<file path="config.mk">
export PLATFORM = sky130hd
export DESIGN_NAME = regfile_write_arbiter
export DESIGN_NICKNAME = d
export VERILOG_FILES = /design/src/rtl/regfile_pkg.sv /design/src/rtl/rr_arbiter2.sv /design/src/rtl/regfile_write_arbiter.sv
export SDC_FILE = /design/constraint.sdc
export NUM_CORES = 1
export LEC_CHECK = 0
export CORE_ASPECT_RATIO = 1.1
export CORE_MARGIN = 5
export CORE_UTILIZATION = 30
export DETAILED_ROUTE_END_ITERATION = 8
export PLACE_DENSITY = 0.68
export RECOVER_POWER = 25
export SETUP_SLACK_MARGIN = 0.4
export SLEW_MARGIN = 15
export SYNTH_ARGS = -nofsm -noshare
export SYNTH_HDL_FRONTEND = slang
export SYNTH_SLANG_ARGS = --single-unit
</file>
<file path="constraint.sdc">
create_clock -name clk -period 2.5 [get_ports clk]
set_input_delay 0.375 -clock clk [delete_from_list [all_inputs] [get_ports clk]]
set_output_delay 0.375 -clock clk [all_outputs]
set_load 0.005 [all_outputs]
</file>
<file path="src/rtl/regfile_pkg.sv">
// Shared types and sizes for the register-file write-port arbiter.
package regfile_pkg;

    localparam int REG_ADDR_W = 5;
    localparam int REG_DATA_W = 32;
    localparam int REG_COUNT  = 32;

    typedef enum logic {
        CLEAR,
        RUN
    } state_t;

    typedef enum logic {
        GRANT_A,
        GRANT_B
    } grant_t;

endpackage

</file>
<file path="src/rtl/rr_arbiter2.sv">
// Two-requester round-robin grant: on a conflict the side that did not win last time wins.
module rr_arbiter2
    import regfile_pkg::*;
(
    input  logic a_valid,
    input  logic b_valid,
    input  logic last_grant,
    output logic grant_a,
    output logic grant_b
);

    logic b_was_last;

    assign b_was_last = (grant_t'(last_grant) == GRANT_B);

    assign grant_a = a_valid && (!b_valid || b_was_last);
    assign grant_b = b_valid && (!a_valid || !b_was_last);

endmodule

</file>
<file path="src/rtl/regfile_write_arbiter.sv">
// Owns the register-file write port: zero-clears all registers after reset, then
// round-robin arbitrates writes from A and B. Optional counters under REGARB_STATS_EN.
module regfile_write_arbiter
    import regfile_pkg::*;
#(
    parameter int NUM_REGS           = REG_COUNT,
    parameter int ADDR_W             = REG_ADDR_W,
    parameter int DATA_W             = REG_DATA_W,
    parameter int ZERO_REG_HARDWIRED = 1
) (
    input  logic              clk,
    input  logic              reset,
    input  logic              a_valid,
    output logic              a_ready,
    input  logic [ADDR_W-1:0] a_reg,
    input  logic [DATA_W-1:0] a_data,
    input  logic              b_valid,
    output logic              b_ready,
    input  logic [ADDR_W-1:0] b_reg,
    input  logic [DATA_W-1:0] b_data,
    output logic              rf_write,
    output logic [ADDR_W-1:0] rf_writeReg,
    output logic [DATA_W-1:0] rf_writeData,
    output logic              init_busy
`ifdef REGARB_STATS_EN
    ,
    output logic [15:0]       conflict_count,
    output logic [7:0]        zero_drop_count
`endif
);

    localparam logic [ADDR_W:0] LAST_IDX = (ADDR_W + 1)'(NUM_REGS - 1);
    localparam logic [ADDR_W:0] IDX_ONE  = (ADDR_W + 1)'(1);

    state_t            state, state_next;
    grant_t            last_grant, last_next;
    logic [ADDR_W:0]   clear_idx, idx_next;
    logic              wr_next;
    logic [ADDR_W-1:0] reg_next;
    logic [DATA_W-1:0] data_next;

    logic              grant_a, grant_b;
    logic              hs_a, hs_b, win_valid, zero_drop;
    logic [ADDR_W-1:0] win_reg;
    logic [DATA_W-1:0] win_data;

    rr_arbiter2 u_arb (
        .a_valid    (a_valid),
        .b_valid    (b_valid),
        .last_grant (last_grant),
        .grant_a    (grant_a),
        .grant_b    (grant_b)
    );

    // Ready is suppressed during reset so no handshake completes on a cycle whose write is dropped.
    assign a_ready   = (state == RUN) && !reset && grant_a;
    assign b_ready   = (state == RUN) && !reset && grant_b;
    assign init_busy = (state == CLEAR);

    assign hs_a      = a_valid && a_ready;
    assign hs_b      = b_valid && b_ready;
    assign win_valid = hs_a || hs_b;
    assign win_reg   = hs_a ? a_reg  : b_reg;
    assign win_data  = hs_a ? a_data : b_data;
    assign zero_drop = win_valid && (ZERO_REG_HARDWIRED != 0) && (win_reg == '0);

    // NOTE: every always_comb target gets a default first, so no path can infer a latch.
    always_comb begin
        state_next = state;
        idx_next   = clear_idx;
        last_next  = last_grant;
        wr_next    = 1'b0;
        reg_next   = rf_writeReg;
        data_next  = rf_writeData;
        case (state)
            CLEAR: begin
                wr_next   = 1'b1;
                reg_next  = clear_idx[ADDR_W-1:0];
                data_next = '0;
                idx_next  = clear_idx + IDX_ONE;
                if (clear_idx == LAST_IDX) begin
                    state_next = RUN;
                end
            end
            RUN: begin
                if (win_valid) begin
                    last_next = hs_a ? GRANT_A : GRANT_B;
                    reg_next  = win_reg;
                    data_next = win_data;
                    wr_next   = !zero_drop;
                end
            end
            default: state_next = CLEAR;
        endcase
    end

    // NOTE: sequential state uses non-blocking assignments so all registers update together at the edge.
    always_ff @(posedge clk) begin
        if (reset) begin
            state        <= CLEAR;
            clear_idx    <= '0;
            last_grant   <= GRANT_B;
            rf_write     <= 1'b0;
            rf_writeReg  <= '0;
            rf_writeData <= '0;
        end else begin
            state        <= state_next;
            clear_idx    <= idx_next;
            last_grant   <= last_next;
            rf_write     <= wr_next;
            rf_writeReg  <= reg_next;
            rf_writeData <= data_next;
        end
    end

`ifdef REGARB_STATS_EN
    always_ff @(posedge clk) begin
        if (reset) begin
            conflict_count  <= '0;
            zero_drop_count <= '0;
        end else begin
            if ((state == RUN) && a_valid && b_valid && (conflict_count != 16'hFFFF)) begin
                conflict_count <= conflict_count + 16'd1;
            end
            if (zero_drop && (zero_drop_count != 8'hFF)) begin
                zero_drop_count <= zero_drop_count + 8'd1;
            end
        end
    end
`endif

endmodule

</file>
# --- Word level (Yosys, flattened, before mapping) ---
# Index checks and enable logic that the tools add are counted.
classes:
  add_sub_neg: 1
  n_eq_ne: 2
  muxes: 11
  n_bitwise: 1
  reduce_logical: 18
ops:
  columns: ["cell", "count"]
  rows:
  - ["$mux 32", 2]
  - ["$pmux 32 s2", 1]
  - ["$mux 5", 2]
  - ["$pmux 5 s2", 1]
  - ["$logic_and 1x1->1", 8]
  - ["$add 6x1->6 const B", 1]
  - ["$eq 6x5->1 const B", 1]
  - ["$logic_not 1->1", 5]
  - ["$logic_not 5->1", 1]
  - ["$mux 1", 4]
  - ["$logic_or 1x1->1", 3]
  - ["$ne 2x1->1 const B", 1]
  - ["$pmux 1 s2", 1]
  - ["$reduce_and 2->1", 1]
  - ["$not 1->1", 1]
totals:
  regBits: 46
  input_bits: 78
  out_inout_bits: 41
  elab_cells: 39

# --- Logic depth before layout (Yosys ltp) ---
# Gate-level depths: netlist of the first run.
depth:
  depth_word: 11
  depth_mapped: 8
  depth_no_buf: 4

# --- Cells and area by module ---
# From an unflattened synthesis of the first run, not the netlist that was laid out.
hier_totals:
  hier_cells: 263
  area_unflattened_um2: 2232.1
modules_own_cells:
  columns: ["mod", "n_inst", "cells_per_inst", "area_each_um2", "seq_area_each_um2"]
  rows:
  - ["regfile_write_arbiter", 1, 260, 2213.4, 920.9]
  - ["rr_arbiter2", 1, 3, 18.8, 0.0]

# --- Worst setup path before layout of the first run ---
# OpenSTA, ideal clock, no wires.
synth_path:
  path_type: "flip-flop to flip-flop"
  from: "reg state"
  to: "reg rf_writeData[17]"
  setup_time_ps: 86
  arrival_time_ps: 1476
  required_ps: 2414
  slack_ps: 938
  path_stages_with_launch: 9
  n_path_buf: 4
  period_less_slack_ps: 1562
  path_cell_list: "dfxtp_1 -> buf_4 -> and2b_1 -> and3_1 -> buf_4 -> buf_8 -> buf_12 -> mux2i_1 -> a211oi_1"
synth_between:
  elab_chain_cells: 6
  elab_cells_between_ends: 11
  classes_between: "eq/ne: 1; mux: 3; bitwise: 1; reduce/logical: 6"
synth_lines:
  columns: ["element", "line", "source"]
  rows:
  - ["start, declared", "regfile_write_arbiter.sv:35", "state_t state, state_next;"]
  - ["start signal, assigned", "regfile_write_arbiter.sv:107", "state <= state_next;"]
  - ["$logic_and 1x1->1", "regfile_write_arbiter.sv:56, regfile_write_arbiter.sv:57", null]
  - ["$logic_and 1x1->1", "regfile_write_arbiter.sv:56", "assign a_ready = (state == RUN) && !reset && grant_a;"]
  - ["$logic_and 1x1->1", "regfile_write_arbiter.sv:60", "assign hs_a = a_valid && a_ready;"]
  - ["$mux 32", "regfile_write_arbiter.sv:64", "assign win_data = hs_a ? a_data : b_data;"]
  - ["$mux 32", "regfile_write_arbiter.sv:86", "if (win_valid) begin"]
  - ["$pmux 32 s2", "regfile_write_arbiter.sv:75", "case (state)"]
  - ["end signal, assigned", "regfile_write_arbiter.sv:112", "rf_writeData <= data_next;"]
  - ["end, declared", "regfile_write_arbiter.sv:23", "output logic [DATA_W-1:0] rf_writeData,"]
# Several ways; a longest one is shown, not always the timed one. The select of a mux whose other input is x is not followed.
# A chain may end at the register's enable or synchronous reset.

# --- Final worst setup path of the first run ---
layout_path:
  from: "in b_valid"
  to: "out b_ready"
layout_between:
  elab_chain_cells: 2
layout_lines:
  columns: ["element", "line", "source"]
  rows:
  - ["start, declared", "regfile_write_arbiter.sv:17", "input logic b_valid,"]
  - ["$logic_and 1x1->1", "rr_arbiter2.sv:17", "assign grant_b = b_valid && (!a_valid || !b_was_last);"]
  - ["$logic_and 1x1->1", "regfile_write_arbiter.sv:57", "assign b_ready = (state == RUN) && !reset && grant_b;"]
  - ["end, declared", "regfile_write_arbiter.sv:18", "output logic b_ready,"]
# Every way passes these cells.

==> summary by stage, run 1 <==
Worst setup path
Counting cells, the worst reg-to-reg path comes to 5. Counting stages on the worst path, the most repeated cell is sky130_fd_sc_hd__clkdlybuf4s50_1. The slowest stage of the critical path belongs to the cell sky130_fd_sc_hd__clkdlybuf4s50_1. STA classifies the critical path startpoint as an input port. The worst reg2reg path endpoint is clear_idx[5].

The element type at the critical path end is an output port. The start-to-end type of the worst setup path is input port to output port. The largest single stage delay on the critical path is around 0.54 ns.

The required time of the critical path is 2.12 ns. In this run the critical register-to-register path is launched from state. The critical path starts at b_valid. The minimum setup slack among reg-to-reg paths is about 0.50 ns. The worst endpoint data arrival time is between 1.5 and 2 ns. Walking the worst path, the cells encountered are clkdlybuf4s50_1 > nand2_1 > a21oi_1 > clkdlybuf4s50_1. The highest net fanout along the worst path is 5.

Logic synthesis
The number of flops mapped to enable cells by yosys is 0. Counting every instance in the synthesized netlist gives 222. The compound-gate portion of the synthesized area is 0.236. After synthesis, the share of flip-flops with an asynchronous set or reset is 0. In this run, synthesis produced a sequential element count of 46. The number of warnings printed during yosys synthesis is 0. After synthesis, the share of cell area in mux cells is 0.183. The sequential cell area fraction in the yosys report is 0.431. A synthesized cell averages around 9.6 µm².

The number of nets in the synthesized netlist is between 300 and 400. Of the total synthesized cell area, the portion taken by XOR and XNOR cells is 0.0123. The prevailing post-synth register cell is sky130_fd_sc_hd__dfxtp_1. The adder and majority cell fraction of the synthesized area is 0.00585. The number of distinct library cells after synthesis is 32.

The post-synth design cell area is 0.00214 mm². Of the total synthesized cell area, the portion taken by AND, OR, NAND and NOR gates is 0.0720. By area, the combinational part of the netlist is dominated by compound AO/OA/AOI/OAI gates.

STA
The actual slew at the worst max-slew pin is a little over 0.9 ns. Final hold analysis gives a worst-case slack of between 0.4 and 0.5 ns. The worst pin sits at a relative slew slack of 0.380. The portion of the clock cycle consumed by the worst path in the final layout is 0.802. The number of pins exceeding their max-slew limit in the final report is 0. The number of failing hold endpoints at the final stage came to 0. Setup violations remaining at the end of the flow were counted as 0. After layout, the minimum clock period comes to 2.01 ns. The maximum clock rate is 0.498 GHz. Setup repair after global routing left no endpoint under its margin. After routing, the total negative slack on setup checks comes to 0 ns.

For the final database, setup skew stands at around 0.0040 ns.

CTS
The clock buffer count from CTS is 5. CTS placed an instance of sky130_fd_sc_hd__clkbuf_8 at the clock tree root. The clock-pin slew reported for the worst setup and hold paths after clock tree synthesis is 0.08 ns.

The clock reaches the later pin of the worst-skew pair after 0.29 ns. Hold repair after CTS inserted 0 buffers. Gates resized during post-CTS repair numbered 1. In this run the number of H-tree levels came out at 2. The maximum buffer depth of the clock tree is 2. TritonCTS built the clock tree. The clock net in this run drives a total of between 40 and 50 sinks. The post-CTS setup-driven buffer insertion count is 0.

Global route
For met2 alone, demand over resource in global routing was 0.231. Entering global routing, the biggest net connects 65 pins. The global-route wire length before repair is 9.67 mm. The via count of the first global-routing pass came to between 2000 and 2500. The global route total overflow is 0. The aggregate global-route resource usage is 0.131.

After global routing, the most crowded layer is met2. The met1 capacity usage during global routing is 0.142. For met3 alone, demand over resource in global routing was 0.0573. The initial antenna violation count is 0.

Final layout
From synthesis to final layout, the design area changed by 59.9%. For this run, the number of standard cells in the final layout without fillers is 415. The count of inserted antenna diode cells is 0. The finished cells cover about 0.0034 mm².

The multi-input gate area in the final layout is 0.00110 mm². Counting the fill cells in the layout gives 702. Of the cells placed in the final design, the portion with a size suffix greater than 1 is 0.0424. In the final design database the tool counted between 400 and 500 nets. The combined flip-flop and latch cell area is 921 µm².

Floorplan
The number of I/O pins is 119. The die covers approximately 0.0089 mm². The standard-cell row count is 32. In this run the vertical extent of the chip is 98.5 µm. The core region area is 0.00697 mm².

The effective utilization at floorplan is 0.307. The die boundary width is between 90 and 100 µm.

Min path
The worst hold path passes through 2 cells. The endpoint with the worst hold slack is clear_idx[5]. The worst hold path begins at clear_idx[5]. The class of the worst hold path is flop to flop.

Detailed routing
The first routing iteration left 40 violations. The number of iterations in the first detailed-routing pass is 7. In this run the remaining antenna-violating nets after routing total 0. In the routed layout, each cell is associated on average with a via count of 4.92. The DRC violations left is 0. After detailed routing, the total wire length is 6.01 mm. The number of vias in the routed layout is 2043.

The routed length per placed instance is around 14 µm.

Power
The largest vdd supply drop is between 0.15 and 0.2 mV. The analysis attributes to cell leakage a power of 1.13 nW. The power density relative to cell area is 394 mW/mm².

Placed design
In this run the tool buffered the top-level ports with between 100 and 150 buffer cells. The placed instances occupy a cell area of roughly 0.0033 mm². The post-detailed-placement half-perimeter wirelength is 4.46 mm.

The number of cells in the design after placement is just over 400. The placer congestion estimate is just under 0.8.

Status
The run finished with clean final reports.

Flow run
Max-cap violations in this run came to 0.
-- placed cells by master, fill, tap and decap left out, drive strengths merged --
master         Yosys  final
clkdlybuf4s50      0    102
dfxtp             46     46
a21oi             39     39
mux2i             38     38
a211oi            32     32
dlygate4sd3        0     14
nor2              10     10
clkbuf            11      8
o22ai              5      5
buf               10      4
nor2b              3      3
nand3              3      3
a31oi              3      3
and3               3      3
nand2              2      2
xor2               2      2
or4                2      2
nor3               2      2
o21ai              2      2
inv                1      1
nand2b             1      1
and2b              1      1
xnor2              1      1
o32ai              1      1
mux2               1      1
or2                1      1
or3                1      1
ha                 1      1
dlygate4sd2        0      1
-- worst max-delay path by stage --
stage / to / slack (ns) / depth (start not counted)
global route: clear_idx[5] / 0.31 / 5
finish: b_ready / 0.49 / 4
detailed placement: rf_writeData[2] / 0.35 / 6
floorplan: rf_writeData[17] / 0.94 / 8
global placement: a_ready / 0.38 / 4
CTS: b_ready / 0.49 / 4
-- registers in the layout, indices dropped and copies added (netlist names) --
| register | count |
|---|---|
| last_grant | 1 |
| state | 1 |
| rf_writeData | 32 |
| rf_writeReg | 5 |
| rf_write | 1 |
| clear_idx | 6 |
-- metal layers --
metal	up-vias	routed length [µm]
met5	-	0
met4	0	85
met1	916	2390
li1	1047	-
met2	72	2990
met3	8	548
-- Yosys cell counts (all sizes together) (2+ instances only) --
cell type | number | area, µm²
a211oi | 32 | 240
a31oi | 3 | 18.8
a21oi | 39 | 195
xor2 | 2 | 17.5
clkbuf | 11 | 41.3
nand2 | 2 | 7.51
mux2i | 38 | 380
o22ai | 5 | 31.3
and3 | 3 | 18.8
nor2b | 3 | 18.8
nand3 | 3 | 15.0
o21ai | 2 | 10.0
dfxtp | 46 | 921
buf | 10 | 83.8
or4 | 2 | 15.0
nor3 | 2 | 15.0
nor2 | 10 | 37.5
-- report_power, final --
part | total (mW) | internal (mW) | switching, mW
logic | 0.181 | 0.129 | 0.0512
registers | 0.746 | 0.740 | 0.00626
clock network | 0.420 | 0.193 | 0.228
-- kinds of logic (layout without fill, tap and decap cells) --
group                      after synthesis  after routing
muxes                                   39             39
DFF                                     46             46
and+or+nand+nor                         29             29
adders and majority gates                1              1
AOI/OAI and AO/OA                       82             82
buffers and inverters                   22            130
xor gates and xnor gates                 3              3
-- per-stage QoR --
stage          setup slack [ns]  utilization  power, mW
2_1_floorplan             0.938            -      0.805
3_3_place_gp              0.384        0.480      0.943
3_5_place_dp              0.346        0.480      0.946
4_1_cts                   0.487        0.491       1.37
5_1_grt                   0.306        0.491       1.41
6_report                  0.494        0.491       1.35
-- worst max-delay path, delay by kind of cell --
family | cells | cell delay (ns)
and+or+nand+nor | 1 | 0.07
AOI/OAI and AO/OA | 1 | 0.13
buffers and inverters | 2 | 1.06
-- final cells by class --
cell class                      count  area share
Clock buffer                        7      0.0223
Multi-Input combinational cell    154       0.321
Inverter                            1     0.00110
Tap cell                           85      0.0311
Timing Repair Buffer              122       0.355
Sequential cell                    46       0.269
(Power assumes the default switching activity.)
==> run 2: changes to the inputs <==
- PLACE_DENSITY: 0.68 -> 0.71
- clock period: 2.5 -> 1.7 ns (I/O delays scaled with it)
==> run 2 against run 1 <==
Final area is 12% higher. Largest cell class unchanged. Worst setup slack lost 0.30 ns. Largest power group unchanged. Die area stayed put. Critical endpoint is now rf_writeData[26].
==> summary by stage, run 2 (synthesis gave the netlist of run 1 again) <==
Global route
The initial antenna violation count is 0. The pin count of the biggest net entering global routing is 47. The via count of the first global-routing pass came to 2232. The first global-routing pass estimated approximately 11 mm of wire.

After global routing the overflow that remains totals 0. The aggregate global-route resource usage is 0.150.

CTS
The TritonCTS clock tree is yes. The clock latency reported for the late side of the worst-skew pair is ~0.29 ns. The total clock sinks is 46. The root buffer cell chosen for the clock tree is sky130_fd_sc_hd__clkbuf_8. The hold buffer count at cts is 0.

The clock buffer count from CTS is 5. The deepest level of the CTS H-tree is 2. The clock passes through at most 2 buffers. Clock-pin slew was measured on the worst setup and hold paths at 0.09 ns.

Flow run
Max-cap violations in this run came to 0.

Floorplan
The die height is 98.5 µm. For this design the top-level I/O count stands at 119. The core region area is 0.00697 mm².

The initial utilization of the core area, before any placement, comes to 0.307. After floorplanning, the core was divided into 32 placement rows. The die is approximately 90 µm wide.

The die covers about 0.0089 mm².

Min path
The path with the worst hold slack has its endpoint at clear_idx[0]. The class of the worst hold path is flop to flop. In this run the most critical hold path is launched from clear_idx[0].

The number of stages on the worst hold path is 2.

Worst setup path
The minimum setup slack among reg-to-reg paths is 0.19 ns. Measured in cells, the most critical reg-to-reg path has a length of 5. The kind of start point of the critical path is a flop.

STA puts the critical path data required time at 1.82 ns. Of all nets on the critical path, the largest fanout is 11. The worst setup path is of the flop to flop kind. The worst reg2reg path endpoint is rf_writeData[26]. The worst endpoint data arrival time is 1.63 ns.

The element type at the critical path end is a flop. The startpoint identified for the worst register-to-register timing path is state.

STA
The portion of the clock cycle consumed by the worst path in the final layout is 0.889. The maximum clock rate is 0.662 GHz. Headroom to the max-slew limit came out at 0.253.

The number of pins exceeding their max-slew limit in the final report is 0. The total setup violations reported at the end of the flow is 0. Setup repair after global routing could not meet its margin everywhere.

The number of failing hold endpoints at the final stage is 0. Across the routed clock network, the largest skew measured is 0.00788 ns. Counting I/O delays and the setup requirement, the final critical path takes 1.51 ns. At the pin with the least slew margin, the transition time is roughly 1.1 ns.

Power
The relative contribution of the clock network to total power is 0.319. The power density relative to cell area is about 530 mW/mm². The analysis attributes to cell leakage a power of 1.48 nW. VDD sags by at most 0.304 mV. The internal power of the cells is around 1.6 mW. Of the total power, combinational logic draws 0.146.

The portion of total power attributed to sequential cells is 0.536. Of the total power, the share spent switching nets is 0.226. In this run the power spent charging and discharging nets is 463 µW.

Final layout
The library cells used most frequently in the layout, excluding fill and tap cells, are sky130_fd_sc_hd__clkdlybuf4s50_1, sky130_fd_sc_hd__dfxtp_1, sky130_fd_sc_hd__a21oi_1, sky130_fd_sc_hd__dlygate4sd2_1, sky130_fd_sc_hd__mux2i_1. The layout overhead on the synthesized area is 79.6%. In the final layout, the registers with the most flip-flops are rf_writeData: 32 flops, clear_idx: 6 flops, rf_writeReg: 5 flops.

For this run, the post-layout net count is 430. The library cell used most frequently in the layout, excluding fill and tap cells, is sky130_fd_sc_hd__clkdlybuf4s50_1. The repair_antennas step left the layout with diodes totalling 0. The number of flip-flops under the largest register name is 32.

Summing all non-filler instances in the final layout gives an area of 0.00384 mm². Of the cells placed in the final design, the portion with a size suffix greater than 1 is 0.193. The filler-free cell count of the finished design is roughly 440. The register with the most flip-flops is rf_writeData.

Detailed routing
The number of iterations in the first detailed-routing pass is 4. The first routing iteration left approximately 70 violations. The DRC violations left is 0. The number of vias in the routed layout is 2248. The total detailed-routing wirelength is 7.56 mm. Dividing the detail-routed wire length by the instance count gives 17.3 µm. The post-detailed-route count of antenna-violating nets is 0. Dividing the detail-routed via count by the number of cells gives 5.14.

Placed design
In this run, placement finished with an instance count of 418. The number of buffer cells added on primary ports is 118. The post-detailed-placement half-perimeter wirelength is 4.86 mm. The total placed instance area is between 0.003 and 0.004 mm². The placer congestion estimate is 0.780.

Status
The flow ran to the end, and the final reports show no timing, DRC or antenna violations.
==> run 2: changes by cell type in the layout (fill, tap and decap cells not counted), sizes merged <==
cell / delta
buf: +19
clkbuf: +4
clkdlybuf4s50: -27
clkinv: +2
dlygate4sd2: +37
dlygate4sd3: -14
dlymetal6s2s: +1
==> run 2: final cells by class <==
cell class / count / area (µm²)
fill: 698 / 3130
timing repair buffer: 143 / 1490
multi-input combinational: 154 / 1220
sequential: 46 / 927
tap: 85 / 106
clock buffer: 6 / 72.6
clock inverter: 2 / 13.8
inverter: 1 / 8.76
==> run 2: how the worst max path moves through the flow <==
stage,start,endpoint,slack (ns),cells after the start
after floorplan,state,rf_writeData[17],0.23,8
after global placement,b_valid,rf_writeData[18],-0.16,6
after detailed placement,b_valid,rf_writeData[31],-0.22,6
after CTS,state,rf_write,0.23,5
after global routing,state,rf_writeData[26],0.14,5
final,state,rf_writeData[26],0.19,5
==> run 2: repair_timing <==
action	4_1_cts	5_1_grt
setup endpoints to repair	81	43
gates cloned	2	4
endpoints found under the hold margin	0	0
pin swaps	4	17
setup buffers	1	4
gates resized for setup	77	30
==> run 2: worst max-delay path, cell delays in order, from the launching register on <==
cell,delay [ns]
sky130_fd_sc_hd__dfxtp_4,0.37
sky130_fd_sc_hd__and2b_2,0.17
sky130_fd_sc_hd__and3_4,0.28
sky130_fd_sc_hd__buf_12,0.18
sky130_fd_sc_hd__mux2i_2,0.24
sky130_fd_sc_hd__a211oi_2,0.09
==> run 2: power groups by stage <==
| stage | Sequential (mW) | Clock (mW) | Combinational [mW] |
|---|---|---|---|
| after floorplan | 1.12 | 0 | 0.0642 |
| after global placement | 1.12 | 0 | 0.277 |
| after detailed placement | 1.12 | 0 | 0.282 |
| after CTS | 1.10 | 0.682 | 0.284 |
| after global routing | 1.10 | 0.722 | 0.320 |
| final | 1.10 | 0.652 | 0.298 |
==> run 2: layer usage <==
layer,share of wire,vias up,track usage,wire (µm)
li1,-,1092,-,-
met1,0.40,1076,0.168,3030
met2,0.51,78,0.264,3880
met5,0,-,0,0
met4,0.0053,0,0.0332,40
met3,0.080,2,0.0634,603
==> run 2: stage by stage <==
step / hold WS [ns] / util / worst slack [ns] / power, mW / TNS (ns)
after CTS: 0.495 / 0.518 / 0.230 / 2.06 / 0
after global placement: 0.468 / 0.491 / -0.160 / 1.40 / -3.40
after detailed placement: 0.483 / 0.491 / -0.216 / 1.40 / -4.83
after global routing: 0.556 / 0.551 / 0.138 / 2.14 / 0
final: 0.506 / 0.551 / 0.190 / 2.05 / 0
after floorplan: 0.425 / - / 0.230 / 1.19 / 0
